<file path="src/rtl/uart_tx_arb_pkg.sv">
// Shared types and default constants for the UART transmit arbiter.
// The optional UART_TX_ARB_LOCK_EN build macro is handled in the interface and top files.
package uart_tx_arb_pkg;

    typedef enum logic [1:0] {
        ARB_IDLE    = 2'd0,
        ARB_ISSUE   = 2'd1,
        ARB_WAIT_HI = 2'd2,
        ARB_WAIT_LO = 2'd3
    } arb_state_e;

    localparam int DEF_N_REQ  = 2;
    localparam int DEF_DW     = 8;
    localparam int DEF_ACK_TO = 64;

endpackage

</file>
<file path="src/rtl/uart_tx_arb_if.sv">
// Requester and UART-side bundle for uart_tx_arb.
// The req_lock lane exists only when UART_TX_ARB_LOCK_EN is defined.
interface uart_tx_arb_if
    import uart_tx_arb_pkg::*;
#(
    parameter int N_REQ = DEF_N_REQ,
    parameter int DW    = DEF_DW
);
    logic [N_REQ-1:0]    req_valid;
    logic [N_REQ*DW-1:0] req_data;
    logic [N_REQ-1:0]    req_ack;
    logic [N_REQ-1:0]    grant;
    logic [DW-1:0]       tx_data;
    logic                tx_stb;
    logic                tx_busy;
    logic                ack_err;
    logic                active;
`ifdef UART_TX_ARB_LOCK_EN
    logic [N_REQ-1:0]    req_lock;

    modport master (
        output req_valid, req_data, req_lock, tx_busy,
        input  req_ack, grant, tx_data, tx_stb, ack_err, active
    );
    modport slave (
        input  req_valid, req_data, req_lock, tx_busy,
        output req_ack, grant, tx_data, tx_stb, ack_err, active
    );
`else
    modport master (
        output req_valid, req_data, tx_busy,
        input  req_ack, grant, tx_data, tx_stb, ack_err, active
    );
    modport slave (
        input  req_valid, req_data, tx_busy,
        output req_ack, grant, tx_data, tx_stb, ack_err, active
    );
`endif
endinterface

</file>
<file path="src/rtl/uart_tx_arb_rr_pick.sv">
// Combinational round-robin picker: first set request at or after ptr, wrapping.
// Kept generic so other arbiters can reuse it.
module rr_pick
    import uart_tx_arb_pkg::*;
#(
    parameter int N_REQ = DEF_N_REQ,
    parameter int IW    = 1
) (
    input  logic [N_REQ-1:0] req,
    input  logic [IW-1:0]    ptr,
    output logic [N_REQ-1:0] grant,
    output logic [IW-1:0]    idx,
    output logic             any
);
    always_comb begin
        int c;
        c     = 0;
        grant = '0;
        idx   = '0;
        any   = 1'b0;
        for (int i = 0; i < N_REQ; i++) begin
            c = int'(ptr) + i;
            if (c >= N_REQ) c = c - N_REQ;
            if (!any && req[c]) begin
                any      = 1'b1;
                grant[c] = 1'b1;
                idx      = IW'(c);
            end
        end
    end
endmodule

</file>
<file path="src/rtl/uart_tx_arb.sv">
// Round-robin share of one UART transmitter between N_REQ byte sources.
// Define UART_TX_ARB_LOCK_EN to let an owner keep the grant across a multi-byte packet.
//
// state       | meaning
// ARB_IDLE    | no owner; grant the next valid requester when the UART is free
// ARB_ISSUE   | one-cycle strobe to the UART and ack to the owner
// ARB_WAIT_HI | waiting for tx_busy to rise, bounded by ACK_TO
// ARB_WAIT_LO | UART shifting the byte; release grant when tx_busy falls
module uart_tx_arb
    import uart_tx_arb_pkg::*;
#(
    parameter int N_REQ  = DEF_N_REQ,
    parameter int DW     = DEF_DW,
    parameter int ACK_TO = DEF_ACK_TO
) (
    input logic          clk,
    input logic          rst_n,
    uart_tx_arb_if.slave bus
);
    localparam int IW = (N_REQ > 1) ? $clog2(N_REQ) : 1;
    localparam int CW = $clog2(ACK_TO) + 1;
    localparam logic [CW-1:0] TO_LAST = CW'(ACK_TO - 1);
    localparam logic [CW-1:0] TO_MAX  = CW'(ACK_TO);

    arb_state_e       state, state_nx;
    logic [IW-1:0]    ptr, owner, pick_idx, ptr_inc;
    logic [N_REQ-1:0] pick_grant, req_eff, grant_q;
    logic             pick_any, timeout;
    logic [CW-1:0]    to_cnt;
    logic [DW-1:0]    data_q;
    logic             err_q;

`ifdef UART_TX_ARB_LOCK_EN
    logic             lock_q;
    logic [IW-1:0]    lock_idx;
    logic [N_REQ-1:0] lock_mask;

    // While a packet is locked only its owner may win the next grant.
    always_comb begin
        lock_mask           = '0;
        lock_mask[lock_idx] = 1'b1;
        req_eff             = lock_q ? (bus.req_valid & lock_mask) : bus.req_valid;
    end
`else
    assign req_eff = bus.req_valid;
`endif

    rr_pick #(.N_REQ(N_REQ), .IW(IW)) u_pick (
        .req   (req_eff),
        .ptr   (ptr),
        .grant (pick_grant),
        .idx   (pick_idx),
        .any   (pick_any)
    );

    assign ptr_inc = (owner == IW'(N_REQ - 1)) ? '0 : owner + 1'b1;
    assign timeout = (state == ARB_WAIT_HI) && !bus.tx_busy && (to_cnt == TO_LAST);

    always_ff @(posedge clk or negedge rst_n) begin
        if (!rst_n) state <= ARB_IDLE;
        else        state <= state_nx;
    end

    always_comb begin
        state_nx = state;
        case (state)
            ARB_IDLE:    if (pick_any && !bus.tx_busy) state_nx = ARB_ISSUE;
            ARB_ISSUE:   state_nx = ARB_WAIT_HI;
            ARB_WAIT_HI: begin
                if (bus.tx_busy)  state_nx = ARB_WAIT_LO;
                else if (timeout) state_nx = ARB_IDLE;
            end
            ARB_WAIT_LO: if (!bus.tx_busy) state_nx = ARB_IDLE;
            default:     state_nx = ARB_IDLE;
        endcase
    end

    always_ff @(posedge clk or negedge rst_n) begin
        if (!rst_n) begin
            ptr      <= '0;
            owner    <= '0;
            grant_q  <= '0;
            data_q   <= '0;
            to_cnt   <= '0;
            err_q    <= 1'b0;
`ifdef UART_TX_ARB_LOCK_EN
            lock_q   <= 1'b0;
            lock_idx <= '0;
`endif
        end else begin
            case (state)
                ARB_IDLE: begin
                    if (state_nx == ARB_ISSUE) begin
                        data_q  <= bus.req_data[pick_idx*DW +: DW];
                        grant_q <= pick_grant;
                        owner   <= pick_idx;
                    end
                end
                ARB_ISSUE: begin
                    to_cnt <= '0;
`ifdef UART_TX_ARB_LOCK_EN
                    if (!lock_q) ptr <= ptr_inc;
`else
                    ptr <= ptr_inc;
`endif
                end
                ARB_WAIT_HI: begin
                    // A timed-out byte is dropped; the owner is not retried.
                    if (timeout) begin
                        err_q   <= 1'b1;
                        grant_q <= '0;
`ifdef UART_TX_ARB_LOCK_EN
                        lock_q  <= 1'b0;
`endif
                    end else if (!bus.tx_busy && to_cnt != TO_MAX) begin
                        to_cnt <= to_cnt + 1'b1;
                    end
                end
                ARB_WAIT_LO: begin
                    if (!bus.tx_busy) begin
                        grant_q  <= '0;
`ifdef UART_TX_ARB_LOCK_EN
                        lock_q   <= |(grant_q & bus.req_lock);
                        lock_idx <= owner;
`endif
                    end
                end
                default: ;
            endcase
        end
    end

    assign bus.tx_stb  = (state == ARB_ISSUE);
    assign bus.req_ack = grant_q & {N_REQ{state == ARB_ISSUE}};
    assign bus.grant   = grant_q;
    assign bus.tx_data = data_q;
    assign bus.ack_err = err_q;
    assign bus.active  = (state != ARB_IDLE);
endmodule

</file>
<file path="src/flat_wrapper.sv">
// flat-port wrapper written by rule: the top's interface ports become plain ports
module uart_tx_arb_flat import uart_tx_arb_pkg::*;
#(
    parameter int N_REQ  = DEF_N_REQ,
    parameter int DW     = DEF_DW,
    parameter int ACK_TO = DEF_ACK_TO
)
  (clk, rst_n, bus_req_valid, bus_req_data, bus_tx_busy, bus_req_ack, bus_grant, bus_tx_data, bus_tx_stb, bus_ack_err, bus_active);
  uart_tx_arb_if #(.N_REQ(N_REQ), .DW(DW)) bus_i ();
  input logic clk;
  input logic rst_n;
  input wire logic [$bits(bus_i.req_valid)-1:0] bus_req_valid;
  input wire logic [$bits(bus_i.req_data)-1:0] bus_req_data;
  input wire logic [$bits(bus_i.tx_busy)-1:0] bus_tx_busy;
  output wire logic [$bits(bus_i.req_ack)-1:0] bus_req_ack;
  output wire logic [$bits(bus_i.grant)-1:0] bus_grant;
  output wire logic [$bits(bus_i.tx_data)-1:0] bus_tx_data;
  output wire logic [$bits(bus_i.tx_stb)-1:0] bus_tx_stb;
  output wire logic [$bits(bus_i.ack_err)-1:0] bus_ack_err;
  output wire logic [$bits(bus_i.active)-1:0] bus_active;
  assign bus_i.req_valid = bus_req_valid;
  assign bus_i.req_data = bus_req_data;
  assign bus_i.tx_busy = bus_tx_busy;
  assign bus_req_ack = bus_i.req_ack;
  assign bus_grant = bus_i.grant;
  assign bus_tx_data = bus_i.tx_data;
  assign bus_tx_stb = bus_i.tx_stb;
  assign bus_ack_err = bus_i.ack_err;
  assign bus_active = bus_i.active;
  uart_tx_arb #(.N_REQ(N_REQ), .DW(DW), .ACK_TO(ACK_TO)) u_core (.clk(clk), .rst_n(rst_n), .bus(bus_i));
endmodule
</file>
<file path="config.mk">
export PLATFORM = sky130hd
export DESIGN_NAME = uart_tx_arb_flat
export DESIGN_NICKNAME = d
export VERILOG_FILES = /design/src/rtl/uart_tx_arb_pkg.sv /design/src/rtl/uart_tx_arb_if.sv /design/src/rtl/uart_tx_arb_rr_pick.sv /design/src/rtl/uart_tx_arb.sv /design/src/flat_wrapper.sv
export SDC_FILE = /design/constraint.sdc
export NUM_CORES = 1
export LEC_CHECK = 0
export CORE_AREA = 2 2 61 63
export DETAILED_ROUTE_END_ITERATION = 10
export DIE_AREA = 0 0 63 65
export SLEW_MARGIN = 20
export SYNTH_ARGS = -nofsm -noshare
export SYNTH_HDL_FRONTEND = slang
export SYNTH_SLANG_ARGS = --single-unit
</file>
<file path="constraint.sdc">
create_clock -name clk -period 3.1 [get_ports clk]
set_input_delay 0.31 -clock clk [delete_from_list [all_inputs] [get_ports clk]]
set_output_delay 0.31 -clock clk [all_outputs]
set_load 0.005 [all_outputs]
</file>
==> flow_metrics.tcl, run 1 <==
set metrics [dict create \
    fin_cells 211 \
    grt_pass1_vias 1070 \
    cpPeakStageDelay_ps 500 \
    finalSetupViolCount 0 \
    cts.clk_slew.worst_paths_ps 130 \
    globalRoute.totalOverflow 0 \
    synthDistinctLibCells 39 \
    dp_cells 206 \
    worst-endpoint-arrival_ps 1820 \
    p_leak_nw 0.770 \
    maxSlewViolCount 0 \
    cp_cell_sequence "inv_1 > ha_1 > and2_1 > clkdlybuf4s50_1" \
    setup_tns_ps 0 \
    clkLatencyLatePin_ps 310 \
    crit_cells 4 \
    die_w_um 63 \
    period_share_pct 68.8 \
    cts_buffers 3 \
    skew_ps 5.01 \
    crit_buf_inv 2 \
    drive_gt1_share_pct 12.3 \
    power_density_nw_per_um2 817 \
    async_reset_ff_share_pct 100 \
    ys_seq_area_share_pct 43.4 \
    dr.pass1.iters 2 \
    cts_buffer_depth 2 \
    grt_max_degree 23 \
    areaGrowthSynthToFinish_pct 36.1 \
    post_drt_wl_per_cell_um 13.0 \
    track_usage_pct 14.2 \
    grt_pass1_wl_um 4660 \
    layout_common_cells "34 x clkdlybuf4s50_1, 22 x dfrtp_1, 16 x nand2_1, 13 x o21ai_0" \
    ios 36 \
    drc 0 \
    start_util_pct 36.3 \
    gp_congestion 0.861 \
    fmax_ghz 0.469 \
    cpMaxStageDelayCell "clkdlybuf4s50_1" \
    min_path_type "flip-flop to flip-flop" \
    diodes 0 \
    cts_tree "yes" \
    viasPerCell 4.88 \
    hold_viol_final 0 \
    rows 22 \
    synth_edf_count 0 \
    ys_seq_elements 22 \
    netlist_area_um2 1270 \
    wirelength_um 2740 \
    final_common_cell "clkdlybuf4s50_1" \
    cts_sinks 22 \
    synthTopCellsByArea "dfrtp_1 43%, mux2i_1 7.9%, ha_1 5.9%, o21ai_0 5.5%, nand2_1 4.7%" \
    start_kind "flip-flop" \
    crit_family "buffers and inverters" \
    r2r_cells 6 \
    status "finished, final reports clean" \
    place_hpwl_um 2070 \
    synth_top_cell_area_share_pct 43.4 \
    io_buffers 35 \
    clock-root-buffer "clkbuf_4" \
    synthFlopType "dfrtp_1" \
    min_path_cells 1 \
    die_h_um 65 \
    worstPathRequired_ps 2790 \
    drtAntennaViolNets 0 \
    core_area_um2 3500 \
    maxCapViolCount 0 \
    syn_inst 125 \
    yosysTopAreaCell "dfrtp_1" \
    cp_max_fo 7 \
    worst_pin_slew_ps 578 \
    synth_warnings 0 \
    post-route-util_pct 49.4 \
    peakVddDrop_uv 279 \
    drt_iter0_drc 37 \
    antenna_found_initial 0 \
    num_vias 1029 \
    dieArea_um2 4100 \
    crit_type "flip-flop to output pin" \
    h-tree-depth 1 \
    fin_crit_ps 2130 \
    slew_headroom_pct 61.5 \
    critPathCaptureType "output pin" \
    syn_area_per_cell_um2 10.1 \
    nFillCells 339 \
    synth_nets 152 \
    fin_nets 191 \
    rsz0062_at_grt "false" \
]
[synth_stat cells, types with 6 or more instances]
| library cell | n |
|---|---|
| a21oi_1 | 8 |
| dfrtp_1 | 22 |
| ha_1 | 6 |
| inv_1 | 10 |
| mux2i_1 | 10 |
| nand2_1 | 16 |
| o21ai_0 | 14 |
[metal layers]
layer / vias to the layer above / global-route usage, % / share of wire [%]
met2: 18 / 25.0 / 50
met4: 0 / 6.94 / 1.2
met3: 2 / 1.74 / 2.8
met5: - / 0 / 0
met1: 487 / 17.3 / 46
li1: 522 / - / -
[worst register-to-register path: cells and delay by family, from the launching register on]
| kind | cells | cell delay (ps) |
|---|---|---|
| DFF | 1 | 450 |
| AOI/OAI and AO/OA | 3 | 760 |
| and+or+nand+nor | 1 | 150 |
| adders and majority gates | 1 | 410 |
| buffers and inverters | 1 | 90 |
[repair_timing]
action,CTS,global route
setup endpoints to repair,0,0
gates resized for setup,0,0
setup buffers,0,0
hold buffers,0,1
hold endpoints to repair,0,22
[kinds of logic (layout without fill, tap and decap cells)]
| family | after synthesis | count (layout) | share of synthesized area, % |
|---|---|---|---|
| mux | 11 | 11 | 9.07 |
| flops | 22 | 22 | 43.4 |
| buf+inv | 13 | 51 | 4.34 |
| fa+ha+maj | 6 | 6 | 5.92 |
| compound gates | 39 | 39 | 22.2 |
| simple gates | 34 | 34 | 15.1 |
[through the flow]
stage / area, um^2 / setup WS [ps] / power, W / hold slack, ps
CTS: 1720 / 966 / 0.00143 / 458
floorplan: 1270 / 1420 / 0.000910 / 14.4
finish: 1730 / 969 / 0.00141 / 456
global route: 1730 / 833 / 0.00153 / 497
global placement: 1670 / 1180 / 0.00118 / 430
detailed placement: 1670 / 1160 / 0.00120 / 439
[flip-flops by register name, summed over array words and instances, names as in the netlist]
signal	flops
u_core.bus.tx_data	8
u_core.to_cnt	7
u_core.bus.grant	2
u_core.state	2
u_core.bus.ack_err	1
u_core.owner	1
u_core.ptr	1
[final timing paths]
check                           slack (ps)       startpoint                  end
worst max-delay path                   970  u_core.state[1]       bus_req_ack[0]
worst min-delay path                   460     u_core.owner           u_core.ptr
worst max register to register        1180  u_core.state[0]     u_core.to_cnt[2]
worst min register to register         460     u_core.owner           u_core.ptr
max in group asynchronous             2270            rst_n     u_core.to_cnt[5]
min in group asynchronous              490            rst_n  u_core.bus.grant[0]
[power breakdown]
group          switching [W]  internal (W)  total [W]  leakage, nW
clock network      0.0000908      0.000131   0.000221       0.0279
registers          0.0000651      0.000383   0.000448        0.283
logic               0.000365      0.000376   0.000741        0.459
total               0.000521      0.000889    0.00141        0.770
[area by class of cell]
| cell class | count | area [um^2] | area share [%] |
|---|---|---|---|
| Inverter | 10 | 37.5 | 2.17 |
| Sequential cell | 22 | 551 | 31.9 |
| Timing Repair Buffer | 37 | 363 | 21.0 |
| Clock buffer | 3 | 22.5 | 1.30 |
| Tap cell | 48 | 60.1 | 3.48 |
| Multi-Input combinational cell | 90 | 663 | 38.4 |
| Clock inverter | 1 | 30.0 | 1.74 |
Power figures use the tool's default switching activity.
==> run 2, diff against run 1 <==
Settings changed: PLACE_DENSITY set to 0.67.
Clock period 3.1 ns to 1.88 ns, I/O delays scaled along.
==> run 2 against run 1 <==
- first-iteration DRC count grew 16%
- sequential share of layout area shrank 0.85 points
- wire length grew 0.58%
- sequential power grew 64%
- clock power grew 64%
- die area is the same
- largest cell class unchanged
- largest power group unchanged
- highest routed layer unchanged
==> flow_metrics.tcl, run 2 (synthesis results as in run 1) <==
set metrics [dict create \
    clock-root-buffer "clkbuf_4" \
    io_buffers 35 \
    post-route-util_pct 50.9 \
    hold_viol_final 0 \
    wirelength_um 2760 \
    antenna_found_initial 0 \
    critPathCaptureType "output pin" \
    num_vias 1035 \
    cts_buffer_depth 2 \
    finalSetupViolCount 0 \
    power_density_nw_per_um2 1350 \
    place_hpwl_um 2110 \
    post_drt_wl_per_cell_um 12.8 \
    areaGrowthSynthToFinish_pct 40.1 \
    maxSlewViolCount 0 \
    netSwitchingFraction_pct 36.6 \
    h-tree-depth 1 \
    crit_type "flip-flop to output pin" \
    pwr-share-comb_pct 54.1 \
    core_area_um2 3500 \
    r2r_cells 6 \
    diodes 0 \
    min_path_type "primary input to asynchronous set/reset pin" \
    maxCapViolCount 0 \
    viasPerCell 4.81 \
    slew_headroom_pct 66.8 \
    dieArea_um2 4100 \
    p_leak_nw 0.814 \
    multiInputGateArea_um2 676 \
    drive_gt1_share_pct 16.2 \
    rows 22 \
    clkLatencyLatePin_ps 300 \
    power_frac_seq_pct 30.8 \
    dp_cells 210 \
    cts_buffers 3 \
    ios 36 \
    dr.pass1.iters 4 \
    rsz0062_at_grt "false" \
    grt_pass1_vias 1047 \
    nFillCells 335 \
    cp_max_fo 7 \
    drtAntennaViolNets 0 \
    die_h_um 65 \
    drt_iter0_drc 43 \
    p_total_w 0.00239 \
    final-seq-area_um2 552 \
    globalRoute.totalOverflow 0 \
    pre_cts_ws_ps 60.3 \
    cts_tree "yes" \
    p_clk_share_pct 15.1 \
    track_usage_pct 14.6 \
    worst-endpoint-arrival_ps 1610 \
    switchingPower_w 0.000875 \
    peakVddDrop_uv 440 \
    drc 0 \
    status "finished, final reports clean" \
    grt_pass1_wl_um 4830 \
    period_share_pct 95.7 \
    grt_max_degree 23 \
    worst_pin_slew_ps 485 \
    fin_nets 195 \
    setup_ws_ps 80.2 \
    layout_common_cells "33 x clkdlybuf4s50_1, 21 x dfrtp_1, 16 x nand2_1, 13 x o21ai_0, 10 x mux2i_1" \
    cts_sinks 22 \
    die_w_um 63 \
    setup_tns_ps 0 \
    fin_crit_ps 1800 \
    cts.clk_slew.worst_paths_ps 130 \
    fin_cells 215 \
    fmax_ghz 0.556 \
    p_int_w 0.00152 \
    hold_buffers 0 \
    start_kind "flip-flop" \
    gp_congestion 0.819 \
    final_common_cell "clkdlybuf4s50_1" \
    worstPathRequired_ps 1690 \
    largest_reg_flops 8 \
    skew_ps 3.18 \
    start_util_pct 36.3 \
]
run 2: cell type report:
| class | instances | area share [%] |
|---|---|---|
| Multi-Input combinational cell | 90 | 38.0 |
| Sequential cell | 22 | 31.0 |
| Clock buffer | 3 | 1.27 |
| Clock inverter | 1 | 1.69 |
| Timing Repair Buffer | 41 | 22.5 |
| Tap cell | 48 | 3.38 |
| Inverter | 10 | 2.11 |
run 2: worst max-delay path, stage by stage, from the launching register on:
cell             delay (ps)
dfrtp_1                 420
inv_2                    90
ha_4                    180
and2_1                  130
clkdlybuf4s50_1         490
run 2: path summary, 6_finish.rpt:
kind / start / to / slack, ps
setup / recovery: u_core.state[1] / bus_req_ack[1] / 80
hold / removal: rst_n / u_core.bus.grant[1] / 220
setup reg to reg: u_core.state[0] / u_core.to_cnt[2] / 120
hold reg to reg: u_core.owner / u_core.ptr / 460
max in group asynchronous: rst_n / u_core.state[0] / 1420
min in group clk: u_core.owner / u_core.ptr / 460
run 2: repair_timing:
item,4_1_cts,5_1_grt
endpoints found under the setup margin,3,3
endpoints found under the hold margin,0,0
setup buffers,1,0
gates resized for setup,3,3
gates cloned,0,0
run 2: stage by stage:
stage          instance area (um^2)  hold slack [ps]
2_1_floorplan                  1270             -108
3_3_place_gp                   1700              437
3_5_place_dp                   1700              444
4_1_cts                        1770              232
5_1_grt                        1780              232
6_report                       1780              222
run 2: layer usage:
| layer | part of all wire (%) | global-route usage, % |
|---|---|---|
| met3 | 5.2 | 3.30 |
| met5 | 0 | 0 |
| met1 | 44 | 18.0 |
| met2 | 51 | 26.1 |
| met4 | 0.44 | 3.33 |
run 2: power by group through the flow:
stage               clock, W  combinational [W]  sequential [W]
finish              0.000362            0.00129        0.000736
global route        0.000400            0.00143        0.000758
CTS                 0.000376            0.00130        0.000738
detailed placement         0            0.00126        0.000747
global placement           0            0.00123        0.000740
floorplan                  0           0.000760        0.000741
